--- config.mk ---
export PLATFORM = sky130hd
export DESIGN_NAME = alu_share_arbiter
export DESIGN_NICKNAME = d
export VERILOG_FILES = /design/src/rtl/alu_pkg.sv /design/src/rtl/rr_pick.sv /design/src/rtl/alu_share_arbiter.sv
export SDC_FILE = /design/constraint.sdc
export NUM_CORES = 1
export LEC_CHECK = 0
export ABC_AREA = 1
export CORE_ASPECT_RATIO = 0.5
export CORE_MARGIN = 5
export CORE_UTILIZATION = 35
export DETAILED_ROUTE_END_ITERATION = 10
export PLACE_DENSITY = 0.78
export SLEW_MARGIN = 20
export SYNTH_ARGS = -nofsm -noshare
export SYNTH_HDL_FRONTEND = slang
export SYNTH_SLANG_ARGS = --single-unit
export TNS_END_PERCENT = 5
--- constraint.sdc ---
create_clock -name clk -period 1.15 [get_ports clk]
set_input_delay 0.1725 -clock clk [delete_from_list [all_inputs] [get_ports clk]]
set_output_delay 0.1725 -clock clk [all_outputs]
set_load 0.01 [all_outputs]
--- src/rtl/alu_pkg.sv ---
// Shared ALU opcode encodings and the arbiter FSM state encoding.
package alu_pkg;

    localparam logic [2:0] ALU_AND  = 3'h0;
    localparam logic [2:0] ALU_OR   = 3'h1;
    localparam logic [2:0] ALU_ADD  = 3'h2;
    localparam logic [2:0] ALU_XOR  = 3'h3;
    localparam logic [2:0] ALU_NOR  = 3'h4;
    localparam logic [2:0] ALU_SRL  = 3'h5;
    localparam logic [2:0] ALU_SUB  = 3'h6;
    localparam logic [2:0] ALU_SLTU = 3'h7;

    typedef enum logic [1:0] {
        IDLE  = 2'd0,
        ISSUE = 2'd1,
        RESP  = 2'd2
    } state_t;

endpackage

--- src/rtl/rr_pick.sv ---
// Combinational rotate-priority picker: first set request at or after ptr, wrapping.
// ALU_ARB_FIXED_PRIO_EN selects plain lowest-index-wins priority and ignores ptr.
module rr_pick #(
    parameter int unsigned NREQ = 2,
    parameter int unsigned IDXW = 1
) (
    input  logic [NREQ-1:0] req,
    input  logic [IDXW-1:0] ptr,
    output logic [NREQ-1:0] gnt,
    output logic [IDXW-1:0] idx,
    output logic            any
);

    int unsigned pos;

`ifdef ALU_ARB_FIXED_PRIO_EN
    logic unused_ptr;
    assign unused_ptr = ^ptr;
`endif

    always_comb begin
        gnt = '0;
        idx = '0;
        any = 1'b0;
        pos = 0;
        for (int unsigned k = 0; k < NREQ; k++) begin
`ifdef ALU_ARB_FIXED_PRIO_EN
            pos = k;
`else
            pos = (32'(ptr) + k) % NREQ;
`endif
            if (!any && req[IDXW'(pos)]) begin
                gnt[IDXW'(pos)] = 1'b1;
                idx             = IDXW'(pos);
                any             = 1'b1;
            end
        end
    end

endmodule

--- src/rtl/alu_share_arbiter.sv ---
// Shares one combinational ALU between NREQ valid/ready requesters (IDLE -> ISSUE -> RESP).
// Build with ALU_ARB_FIXED_PRIO_EN for fixed lowest-index priority instead of round-robin.
module alu_share_arbiter
    import alu_pkg::*;
#(
    parameter int unsigned NREQ  = 2,
    parameter int unsigned WIDTH = 32
) (
    input  logic                  clk,
    input  logic                  reset,
    input  logic [NREQ-1:0]       io_req_valid,
    output logic [NREQ-1:0]       io_req_ready,
    input  logic [3*NREQ-1:0]     io_req_op,
    input  logic [WIDTH*NREQ-1:0] io_req_a,
    input  logic [WIDTH*NREQ-1:0] io_req_b,
    output logic [NREQ-1:0]       io_resp_valid,
    input  logic [NREQ-1:0]       io_resp_ready,
    output logic [WIDTH-1:0]      io_resp_data,
    output logic                  io_resp_zero,
    output logic [2:0]            io_alu_op,
    output logic [WIDTH-1:0]      io_alu_a,
    output logic [WIDTH-1:0]      io_alu_b,
    input  logic [WIDTH-1:0]      io_alu_out,
    input  logic                  io_alu_zero
);

    localparam int unsigned IDXW = (NREQ > 1) ? $clog2(NREQ) : 1;

    state_t            state;
    logic [IDXW-1:0]   rr_ptr;
    logic [IDXW-1:0]   owner;
    logic [2:0]        op_q;
    logic [WIDTH-1:0]  a_q;
    logic [WIDTH-1:0]  b_q;
    logic [WIDTH-1:0]  res_q;
    logic              zero_q;
    logic [NREQ-1:0]   resp_valid_q;

    logic [NREQ-1:0]   gnt;
    logic [IDXW-1:0]   gnt_idx;
    logic              gnt_any;
    logic [2:0]        sel_op;
    logic [WIDTH-1:0]  sel_a;
    logic [WIDTH-1:0]  sel_b;
    logic [IDXW-1:0]   next_ptr;

    rr_pick #(
        .NREQ (NREQ),
        .IDXW (IDXW)
    ) u_pick (
        .req (io_req_valid),
        .ptr (rr_ptr),
        .gnt (gnt),
        .idx (gnt_idx),
        .any (gnt_any)
    );

    // Operand mux for the winning requester
    always_comb begin
        sel_op = '0;
        sel_a  = '0;
        sel_b  = '0;
        for (int unsigned i = 0; i < NREQ; i++) begin
            if (gnt_idx == IDXW'(i)) begin
                sel_op = io_req_op[3*i +: 3];
                sel_a  = io_req_a[WIDTH*i +: WIDTH];
                sel_b  = io_req_b[WIDTH*i +: WIDTH];
            end
        end
    end

    assign next_ptr = (owner == IDXW'(NREQ - 1)) ? '0 : owner + IDXW'(1);

    // Accept is only possible from IDLE; reset suppresses a same-cycle handshake
    assign io_req_ready  = (state == IDLE && !reset) ? gnt : '0;
    assign io_resp_valid = resp_valid_q;
    assign io_resp_data  = res_q;
    assign io_resp_zero  = zero_q;
    assign io_alu_op     = op_q;
    assign io_alu_a      = a_q;
    assign io_alu_b      = b_q;

    always_ff @(posedge clk) begin
        if (reset) begin
            state        <= IDLE;
            rr_ptr       <= '0;
            owner        <= '0;
            op_q         <= '0;
            a_q          <= '0;
            b_q          <= '0;
            res_q        <= '0;
            zero_q       <= 1'b0;
            resp_valid_q <= '0;
        end else begin
            case (state)
                IDLE: begin
                    if (gnt_any) begin
                        op_q  <= sel_op;
                        a_q   <= sel_a;
                        b_q   <= sel_b;
                        owner <= gnt_idx;
                        state <= ISSUE;
                    end
                end
                ISSUE: begin
                    res_q        <= io_alu_out;
                    zero_q       <= io_alu_zero;
                    resp_valid_q <= NREQ'(1) << owner;
                    state        <= RESP;
                end
                RESP: begin
                    if (io_resp_ready[owner]) begin
                        resp_valid_q <= '0;
                        rr_ptr       <= next_ptr;
                        state        <= IDLE;
                    end
                end
                default: begin
                    resp_valid_q <= '0;
                    state        <= IDLE;
                end
            endcase
        end
    end

endmodule

==> results of run 1 <==
final cells by class:
cell class	instances	area share
Multi-Input combinational cell	471	0.275
Inverter	74	0.0332
Clock inverter	6	0.0115
Clock buffer	10	0.0274
Tap cell	176	0.0263
Timing Repair Buffer	313	0.372
Sequential cell	106	0.255
through the flow:
stage / setup TNS [ns] / worst slack, ns / instances / area (µm²)
after floorplan: -1.76 / -0.0452 / 696 / 4790
after global placement: -43.26 / -0.554 / 1122 / 7750
after detailed placement: -44.86 / -0.590 / 1122 / 7750
after CTS: -12.94 / -0.267 / 1138 / 8020
after global routing: -16.47 / -0.279 / 1156 / 8370
final: -11.15 / -0.234 / 1156 / 8370
state kept, by name, indices dropped and copies added (netlist names):
register	count
io_alu_op	3
state	2
owner	1
io_resp_zero	1
io_resp_data	32
rr_ptr	1
io_alu_a	32
io_alu_b	32
io_resp_valid	2
how the worst min path moves through the flow:
stage                startpoint               end  slack, ns  cells past startpoint
6_report        io_req_valid[0]          state[0]       0.21                      3
3_5_place_dp   io_resp_valid[1]  io_resp_valid[1]       0.46                      2
3_3_place_gp   io_resp_valid[1]  io_resp_valid[1]       0.45                      2
2_1_floorplan             reset  io_resp_valid[0]       0.24                      1
5_1_grt         io_req_valid[0]          state[0]       0.22                      3
4_1_cts           io_alu_out[1]   io_resp_data[1]       0.44                      3
cells in the mapped netlist:
master    number
nand2_1      203
dfxtp_1      106
nor2_1        97
inv_1         70
nand3_1       60
o21a_1        59
o21ai_0       42
clkbuf_1      18
buf_2         16
buf_4         10
a21oi_1        5
inv_2          3
nor3_1         2
a211oi_1       1
buf_1          1
clkinv_1       1
nor2_4         1
o21ai_2        1
tightest hold or removal path, delay by kind of cell:
kind	cells	cell delay (ns)
AND/OR/NAND/NOR	2	0.17
buffers and inverters	1	0.16
cell families after synthesis:
group,Yosys count
flip-flops,106
buffers and inverters,119
AND/OR/NAND/NOR,363
AO/OA/AOI/OAI,108
layer usage:
metal | vias to the layer above | GRT usage
met5 | - | 0
met4 | 0 | 0.0673
met3 | 45 | 0.0453
met2 | 171 | 0.354
met1 | 2482 | 0.209
li1 | 2728 | -
what timing repair did:
| item | 4_1_cts | 5_1_grt |
|---|---|---|
| pin swaps | 3 | 16 |
| setup endpoints to repair | 181 | 199 |
| gates cloned | 0 | 11 |
| gates resized for setup | 159 | 180 |
| hold buffers | 0 | 0 |
| setup buffers | 0 | 7 |
where the power goes:
part / leakage [nW] / switching (W) / total [W] / internal (W)
registers: 0.880 / 0.000228 / 0.00434 / 0.00411
logic: 3.00 / 0.00163 / 0.00346 / 0.00183
clock network: 0.155 / 0.00143 / 0.00337 / 0.00194
total: 4.03 / 0.00330 / 0.0112 / 0.00788
==> impl_metrics.env, run 1 <==
export IMPL_status="finished with violations"
export IMPL_failed_checks="negative setup slack"
export IMPL_wl_met2_um=9470
export IMPL_r2r_end="io_alu_b[24]"
export IMPL_path_buf_inv=1
export IMPL_cts_made_buffers=9
export IMPL_yosysTopAreaCell="dfxtp_1"
export IMPL_synth_compound_area_frac=0.146
export IMPL_slew_headroom=0.769
export IMPL_rows=30
export IMPL_clk_pin_slew_ns=0.07
export IMPL_max_freq_ghz=0.723
export IMPL_synth_mux_area_frac=0
export IMPL_min_path_type="input pin to register"
export IMPL_synthesis_instances=696
export IMPL_routed_wl_um=17900
export IMPL_tightest_slew_ns=0.346
export IMPL_cp_required_ns=0.98
export IMPL_endpoint_kind="primary output"
export IMPL_power_leakage_nw=4.03
export IMPL_drive_above_1_share=0.154
export IMPL_grt_pass1_wl_um=25000
export IMPL_synth_cell_type_count=18
export IMPL_grt_usage=0.188
export IMPL_power_density_mw_per_mm2=1340
export IMPL_io_pins=277
export IMPL_dr_wl_met3_um=891
export IMPL_syn_nets=869
export IMPL_clk_latency_ns=0.34
export IMPL_synth_simple_area_share=0.304
export IMPL_die_w_um=175
export IMPL_path_class="register to primary output"
export IMPL_regArea_mm2=0.00213
export IMPL_gp_congestion=0.843
export IMPL_syn_to_final_growth_pct=75.5
export IMPL_top_layer_used="met4"
export IMPL_wl_met1_um=7000
export IMPL_cap_violations=0
export IMPL_r2r_cells=8
export IMPL_numPortBuffers=276
export IMPL_synth_top_cell_area_share=0.445
export IMPL_post_drt_wl_per_cell_um=15.5
export IMPL_slowest_stage="dfxtp_2"
export IMPL_root_buffer="clkbuf_16"
export IMPL_rr_startpoint="state[0]"
export IMPL_vias=5426
export IMPL_drcViolationCount=0
export IMPL_vdd_ir_drop_max_v=0.000735
export IMPL_final_setup_viol_count=72
export IMPL_post_route_period_util=1.20
export IMPL_mostFrequentLayoutCell="nand2_1"
export IMPL_slowest_delay_ns=0.34
export IMPL_fillers=1146
export IMPL_cp_top_family="flip-flops"
export IMPL_syn_area_mm2=0.00477
export IMPL_slew_viol_final=0
export IMPL_dr_pass1_iters=5
export IMPL_multi_input_area_mm2=0.00230
export IMPL_dieArea_mm2=0.0162
export IMPL_antenna_found_initial=0
export IMPL_crit_start="state[0]"
export IMPL_htreeDepth=3
export IMPL_crit_chain="nor2_4 -> nand2_2 -> a211oi_2 -> buf_2"
export IMPL_cp_max_fo=3
export IMPL_cts_tree="built"
export IMPL_arrival_ns=1.21
export IMPL_antenna_cells=0
export IMPL_rsz0062_at_grt="yes"
export IMPL_path_depth=4
export IMPL_coreArea_mm2=0.0134
export IMPL_avgSynthCellArea_um2=6.85
export IMPL_synthXorXnorAreaFrac=0
export IMPL_whs_ns=0.211
export IMPL_synth_area_leaders="dfxtp_1 (45%), nand2_1 (16%), o21a_1 (9.3%), nor2_1 (7.6%), nand3_1 (6.3%)"
export IMPL_fin_crit_ns=1.38
export IMPL_synth_top_family_by_area="simple AND/OR/NAND/NOR gates"
export IMPL_crit_end="io_req_ready[0]"
export IMPL_mostFrequentLayoutCells="nand2_1 (198), clkdlybuf4s50_1 (170), dfxtp_1 (101)"
export IMPL_drtIter0Drc=277
export IMPL_dp_hpwl_um=12100
export IMPL_finClkSkew_ns=0.00848
export IMPL_setup_ws_ns=-0.234
export IMPL_ys_ff_latch=106
export IMPL_synth_adder_area_share=0
export IMPL_detail_route_antenna_nets=0
export IMPL_clk_path_buf_depth=2
export IMPL_globalRouteOverflowTotal=0
export IMPL_yosysWarningCount=0
export IMPL_fin_util=0.623
export IMPL_total_power_w=0.0112
export IMPL_final_nets=1148
export IMPL_hold_viol=0
export IMPL_ys_seq_area_frac=0.445
export IMPL_die_height_um=92.5
export IMPL_initial_core_util=0.355
export IMPL_rrSetupSlack_ns=-0.22
export IMPL_grt_max_degree=66
export IMPL_vias_per_cell=4.69
export IMPL_start_kind="register"
export IMPL_grt_pass1_vias=4989
export IMPL_clock_sinks=106
(Power assumes the default switching activity.)
==> run 2, diff against run 1 <==
--- a/config.mk
+++ b/config.mk
@@ -9,6 +9,7 @@
 export CORE_ASPECT_RATIO = 0.5
 export CORE_MARGIN = 5
 export CORE_UTILIZATION = 35
+export CTS_CLUSTER_SIZE = 10
 export DETAILED_ROUTE_END_ITERATION = 10
 export PLACE_DENSITY = 0.78
 export SLEW_MARGIN = 20
==> results of run 2 <==
Same layout as run 1: the final DEF is identical, and so are final timing and power.
